### src/rtl/mult_pkg.sv
// Shared types and helpers for the Multiplier family of blocks.
// Holds the accumulator FSM state type and the sum-width helper.
package mult_pkg;

  typedef enum logic {
    ACCUM = 1'b0,
    DONE  = 1'b1
  } acc_state_t;

  // Width of a sum of `count` unsigned prod_w-bit values.
  // It is sized so that the sum can never overflow.
  function automatic int acc_width(
    input int prod_w,
    input int count
  );
    return prod_w + $clog2(count);
  endfunction

endpackage

### src/rtl/product_accumulator.sv
// Sums each frame of COUNT products from Multiplier into one word.
// Ports: clk, rst (sync, active high), in_prod/in_valid/in_ready
// (product stream), out_sum/out_valid/out_ready (frame sums),
// clr (frame abort, present only when ACC_CLEAR_EN is defined).
module product_accumulator
  import mult_pkg::*;
#(
  parameter int WIDTH_A = 4,
  parameter int WIDTH_B = 6,
  parameter int COUNT   = 4
) (
  input  logic                    clk,
  input  logic                    rst,
`ifdef ACC_CLEAR_EN
  input  logic                    clr,
`endif
  input  logic [WIDTH_A+WIDTH_B-1:0] in_prod,
  input  logic                    in_valid,
  output logic                    in_ready,
  output logic [WIDTH_A+WIDTH_B+$clog2(COUNT)-1:0] out_sum,
  output logic                    out_valid,
  input  logic                    out_ready
);

  localparam int PROD_W = WIDTH_A + WIDTH_B;
  localparam int ACC_W  = acc_width(PROD_W, COUNT);
  localparam int CNT_W  = (COUNT > 1) ? $clog2(COUNT) : 1;
  localparam logic [CNT_W-1:0] LAST = CNT_W'(COUNT - 1);

  acc_state_t       state_q, state_d;
  logic [CNT_W-1:0] cnt_q, cnt_d;
  logic [ACC_W-1:0] acc_q, acc_d;
  logic [ACC_W-1:0] sum_q, sum_d;
  logic [ACC_W-1:0] nxt;
  logic             accept;

  assign in_ready  = (state_q == ACCUM) && !rst;
  assign out_valid = (state_q == DONE);
  assign out_sum   = sum_q;
  assign accept    = in_valid && in_ready;

  // First beat of a frame loads rather than adds, so a
  // stale acc from the previous frame never leaks in.
  assign nxt = (cnt_q == '0) ? ACC_W'(in_prod)
             : acc_q + ACC_W'(in_prod);

  always_comb begin
    state_d = state_q;
    cnt_d   = cnt_q;
    acc_d   = acc_q;
    sum_d   = sum_q;
    unique case (state_q)
      ACCUM: begin
        // acc only updates on accept, so X on an idle
        // in_prod cannot reach the register.
        if (accept) begin
          if (cnt_q == LAST) begin
            sum_d   = nxt;
            cnt_d   = '0;
            state_d = DONE;
          end else begin
            acc_d = nxt;
            cnt_d = cnt_q + CNT_W'(1);
          end
        end
      end
      DONE: begin
        if (out_ready) state_d = ACCUM;
      end
    endcase
`ifdef ACC_CLEAR_EN
    // Abort wins over any beat taken this cycle;
    // the last published sum stays visible.
    if (clr) begin
      state_d = ACCUM;
      cnt_d   = '0;
      acc_d   = '0;
      sum_d   = sum_q;
    end
`endif
  end

  always_ff @(posedge clk) begin
    if (rst) begin
      state_q <= ACCUM;
      cnt_q   <= '0;
      acc_q   <= '0;
      sum_q   <= '0;
    end else begin
      state_q <= state_d;
      cnt_q   <= cnt_d;
      acc_q   <= acc_d;
      sum_q   <= sum_d;
    end
  end

endmodule

### config.mk
export PLATFORM = sky130hd
export DESIGN_NAME = product_accumulator
export DESIGN_NICKNAME = d
export VERILOG_FILES = /design/src/rtl/mult_pkg.sv /design/src/rtl/product_accumulator.sv
export SDC_FILE = /design/constraint.sdc
export NUM_CORES = 1
export LEC_CHECK = 0
export ABC_AREA = 1
export CAP_MARGIN = 10
export CORE_MARGIN = 4
export CORE_UTILIZATION = 50
export CTS_CLUSTER_SIZE = 12
export DETAILED_ROUTE_END_ITERATION = 8
export DONT_BUFFER_PORTS = 1
export PLACE_DENSITY_LB_ADDON = 0.08
export SLEW_MARGIN = 20
export SYNTH_ARGS = -nofsm -noshare
export SYNTH_HDL_FRONTEND = slang
export SYNTH_SLANG_ARGS = --single-unit
### constraint.sdc
create_clock -name clk -period 1.75 [get_ports clk]
set_clock_uncertainty 0.1 [all_clocks]
set_input_delay 0.4375 -clock clk [delete_from_list [all_inputs] [get_ports clk]]
set_output_delay 0.4375 -clock clk [all_outputs]
set_load 0.02 [all_outputs]
# Yosys cells after proc, flatten, opt, wreduce, memory -nomap -nowiden
# Cells that the tools add are included.
dict set report classes {
  multipliers 0
  n_div 0
  shift 0
  eq_ne 1
  n_addsub 2
  mux 6
  order_cmp 0
  n_bitwise 2
  reduce_logical 7
}
# cell count
set op_table {}
lappend op_table {{12-bit by 10-bit adder with 12-bit output} 1}
lappend op_table {{12-bit two-way mux} 1}
lappend op_table {{3-bit AND reduction} 2}
lappend op_table {{1-bit two-way mux} 3}
lappend op_table {{2-bit by 1-bit adder with 2-bit output (second input constant)} 1}
lappend op_table {{2-bit == test (second input constant)} 1}
lappend op_table {{1-bit logical AND} 2}
lappend op_table {{2-bit zero test} 1}
lappend op_table {{2-bit two-way mux} 1}
lappend op_table {{1-bit inverter} 2}
lappend op_table {{1-bit one-hot mux with 2 select lines} 1}
lappend op_table {{2-bit AND reduction} 1}
lappend op_table {{1-bit zero test} 1}
dict set report totals {
  ff_bits 27
  latchBits 0
  word_cells 22
  output_inout_bits 14
  ramBits 0
  n_memories 0
  in_bits 14
  romBits 0
}

# Depth between registers and ports, before layout
dict set report logic_depth {
  depth_word 5
  mapped_depth 12
  ltp_nobuf 12
}

# Least setup slack after synthesis
# Ideal clock, no wire load.
dict set report synth_timing {
  kind {input to register}
  from {input port in_prod[0]}
  to {register acc_q[6]}
  t_required_ns 1.541
  path_slack_ns -0.103
  arrival_ns 1.644
  n_path_buf 0
  stages 11
  setup_time_ns 0.109
  path_cell_list {ha_1 inv_1 fa_1 o21bai_4 nand2_1 nand2_1 nand2_1 nand3_1 nand3_1 nand2_1 inv_1}
}
dict set report synth_via {
  elab_chain_len 2
}
# element line
set synth_rtl {}
lappend synth_rtl {{from (decl)} product_accumulator.sv:17} ;# input logic [WIDTH_A+WIDTH_B-1:0] in_prod,
lappend synth_rtl {{12-bit by 10-bit adder with 12-bit output} product_accumulator.sv:45} ;# : acc_q + ACC_W'(in_prod);
lappend synth_rtl {{12-bit two-way mux} product_accumulator.sv:44} ;# assign nxt = (cnt_q == '0) ? ACC_W'(in_prod)
lappend synth_rtl {{to (signal assigned)} product_accumulator.sv:87} ;# acc_q <= '0;
lappend synth_rtl {{to (signal assigned)} product_accumulator.sv:92} ;# acc_q <= acc_d;
lappend synth_rtl {{to (decl)} product_accumulator.sv:32} ;# logic [ACC_W-1:0] acc_q, acc_d;
# Every way passes these cells.
# A chain may end at the register's enable or synchronous reset.

# Final worst setup path
dict set report layout_timing {
  from {register acc_q[3]}
  to {register acc_q[4]}
}
dict set report layout_via {
  elab_chain_len 2
}
# element line
set layout_rtl {}
lappend layout_rtl {{12-bit by 10-bit adder with 12-bit output} product_accumulator.sv:45}
lappend layout_rtl {{12-bit two-way mux} product_accumulator.sv:44}
# Every way passes these cells.

==> results.json <==
{
  "outcome": "complete, but fails checks",
  "failing_checks": "setup timing",
  "finalWorstPathRequiredPeriod_ns": 1.77,
  "grt_pass1_wl_microns": 6870,
  "hold_class": "in -> reg",
  "aggregate_routed_wire_length_microns": 3980,
  "number_of_diodes_added_for_antenna_fixing": 0,
  "grt_util_overall_pct": 19.5,
  "fp.coreArea_sq_mm": 0.00339,
  "area_of_combinational_cells_with_multiple_inputs_sq_mm": 0.00112,
  "vias_per_cell": 4.94,
  "max-cap-violations": 0,
  "drcViolationCount": 0,
  "postCtsSetupRepairBufs": 0,
  "pre_cts_slack_ns": -0.127,
  "finalSetupViolations": 1,
  "hold_path_end": "out_sum[0]",
  "mappedNetlistArea_sq_mm": 0.00179,
  "netlist.area_leader.share_pct": 30.1,
  "cts_made_buffers": 3,
  "timing.critical_path.cells": "ha_1 -> nand2_1 -> nand2_1 -> o21bai_4 -> or2_1 -> nand3_1 -> nand2_1 -> o21bai_1 -> inv_1",
  "p_total_w": 0.00133,
  "setup_repair_after_global_routing_missed_its_margin": "yes",
  "synthCells": 265,
  "path_max_fanout": 4,
  "yosysUniqueCellTypes": 29,
  "dp_hpwl_microns": 3160,
  "final-seq-area_sq_um": 543,
  "synth_top_family_by_area": "simple AND/OR/NAND/NOR gates",
  "post_synth.cell_area_avg_sq_um": 6.77,
  "finish.net_count": 307,
  "syn_nets": 292,
  "grt_remaining_overflow": 0,
  "crit_path_max_incr_delay_ns": 0.35,
  "synth.top_cells.by_area": "dfxtp_1 30%, nand2_1 15%, inv_1 9.0%",
  "via_count": 1606,
  "max_clock_freq_mhz": 566,
  "required_arrival_time_at_the_worst_endpoint_ns": 1.88,
  "muxShareOfSynthArea_pct": 0.558,
  "worst_slack_ns": -0.0182,
  "crit_path_top_delay_cell": "dfxtp_1",
  "die_area_sq_mm": 0.00461,
  "min_path_cells": 1,
  "grt_antenna_before_repair": 0,
  "slew_headroom_pct": 76.0,
  "worstSkewPairLatency_ns": 0.32,
  "critical_path.startpoint": "acc_q[3]",
  "startpoint_of_the_worst_hold_path": "rst",
  "timing.final.crit_share_pct": 101,
  "yosys.area_share.adder_pct": 9.49,
  "post_drt_wl_per_cell_microns": 12.3,
  "grt_max_degree": 21,
  "die_height_microns": 67.9,
  "worst_r2r_path_depth": 9,
  "postLayoutCoreUtil_pct": 61.3,
  "post-place-cells": 321,
  "critPathArrivalTime_ns": 1.90,
  "numClockSinks": 27,
  "placement.io_buffers": 0,
  "power.ir.vdd_worst_mv": 0.529,
  "p_leak_nw": 1.07,
  "gp_routability_congestion": 0.826,
  "drive_gt1_share_pct": 15.8,
  "areaGrowthSynthToFinish_pct": 15.8,
  "floorplan.initialDensity_pct": 52.9,
  "ys_ff_latch": 27,
  "drv_slew": 0,
  "worstReg2RegStart": "acc_q[3]",
  "yosys_warnings": 0,
  "yosysSeqAreaShare_pct": 30.1,
  "detail_route.first_pass.iterations": 4,
  "first_global_vias": 1482,
  "ff2ff_setup_slack_ns": -0.02,
  "max_slew.worst_pin.slew_ns": 0.360,
  "worst_r2r_endpoint": "acc_q[4]",
  "hold_violations": 0,
  "worst_setup_hold_path_clk_slew_ns": 0.14,
  "synth-xor-area-share_pct": 0.977,
  "layout.cells.most_common": "nand2_1",
  "commonest_cells_after_routing_fill_and_taps_aside": "72 x nand2_1, 42 x inv_1, 28 x nand3_1",
  "std_cell_rows": 21,
  "yosys.area_share.simple_pct": 29.4,
  "synth_compound_area_share_pct": 17.2,
  "yosysTopAreaCell": "dfxtp_1",
  "layout.filler_cells": 326,
  "power.density_cell_area_mw_per_mm2": 639,
  "clock_tree.root_cell": "clkbuf_4",
  "setup_tns_ns": -0.0182,
  "io_pins": 28,
  "timing_worst_setup_path_type": "reg -> reg",
  "htreeDepth": 1,
  "start_kind": "flip-flop",
  "initialDrtViolationCount": 65,
  "die_x_microns": 67.9,
  "type_of_destination_of_the_critical_path": "flip-flop",
  "ant_nets": 0,
  "cts.path.max_buffers": 2,
  "critPathMostFrequentCell": "nand2_1",
  "cts_tree": "yes",
  "fin_cells": 325
}
## flip-flops by register name, summed over array words and instances, names as in the netlist
register and count:
out_valid 1, acc_q 12, out_sum 12, cnt_q 2
## per-stage QoR
step                hold slack, ns  instance area, sq um
CTS                         0.0402                  2000
floorplan                    0.351                  1810
global route                0.0418                  2080
global placement             0.374                  1970
finish                      0.0604                  2080
detailed placement           0.375                  1970
## synthesized netlist by cell type, drive strengths merged
master and number:
or2 1, nand2 75, o21ai 15, nand3 28, dfxtp 27, ha 12, mux2i 1, o21bai 7
xnor2 2, nand3b 2, o21a 10, clkbuf 1, a21oi 16, nor2 11, fa 1, inv 45
nand4 3, buf 6, a22oi 1, clkinv 1
## worst max-delay path by stage
stage / endpoint / slack [ns] / cells after the start
floorplan: acc_q[6] / 0.008 / 11
global placement: out_sum[8] / -0.11 / 11
detailed placement: out_sum[8] / -0.13 / 11
CTS: out_sum[8] / 0.005 / 11
global route: out_sum[8] / -0.15 / 11
finish: acc_q[4] / -0.02 / 9
## layout make-up
type	count	share of cell area (%)
clock buffer	3	1.08
clock inverter	1	0.241
inverter	46	8.37
multi-input combinational	185	54.0
sequential	27	26.1
tap	46	2.77
timing repair buffer	17	7.35
## routing by layer
layer	vias up	track usage (%)	share of wire [%]
met3	2	2.79	5.5
met4	0	4.47	0.60
met1	698	29.6	53
li1	877	-	-
met2	29	28.9	41
met5	-	0	0
## cells by family (layout without fill, tap and decap cells)
kind of cell / count (synthesis) / count (layout)
compound gates: 49 / 49
flops: 27 / 27
simple gates: 120 / 120
xor+xnor: 2 / 2
buf+inv: 53 / 67
fa+ha+maj: 13 / 13
mux: 1 / 1
## report_power, final
part / switching, W / leakage [nW] / internal (W) / total, W
registers: 0.0000237 / 0.221 / 0.000641 / 0.000665
logic: 0.000217 / 0.829 / 0.000180 / 0.000397
clock network: 0.000180 / 0.0177 / 0.0000855 / 0.000265
total: 0.000420 / 1.07 / 0.000907 / 0.00133
## what timing repair did
action                     4_1_cts  5_1_grt
pin swaps                        1        0
setup endpoints to repair       16       20
gates resized for setup          2       10
hold buffers                     0        0
## worst max-delay path, delay by kind of cell (launching register included)
| family | cells | cell delay, ns |
|---|---|---|
| compound gates | 2 | 0.33 |
| fa+ha+maj | 1 | 0.32 |
| buf+inv | 1 | 0.06 |
| flops | 1 | 0.35 |
| simple gates | 5 | 0.52 |
No activity file was read; power rests on OpenSTA's default activity.
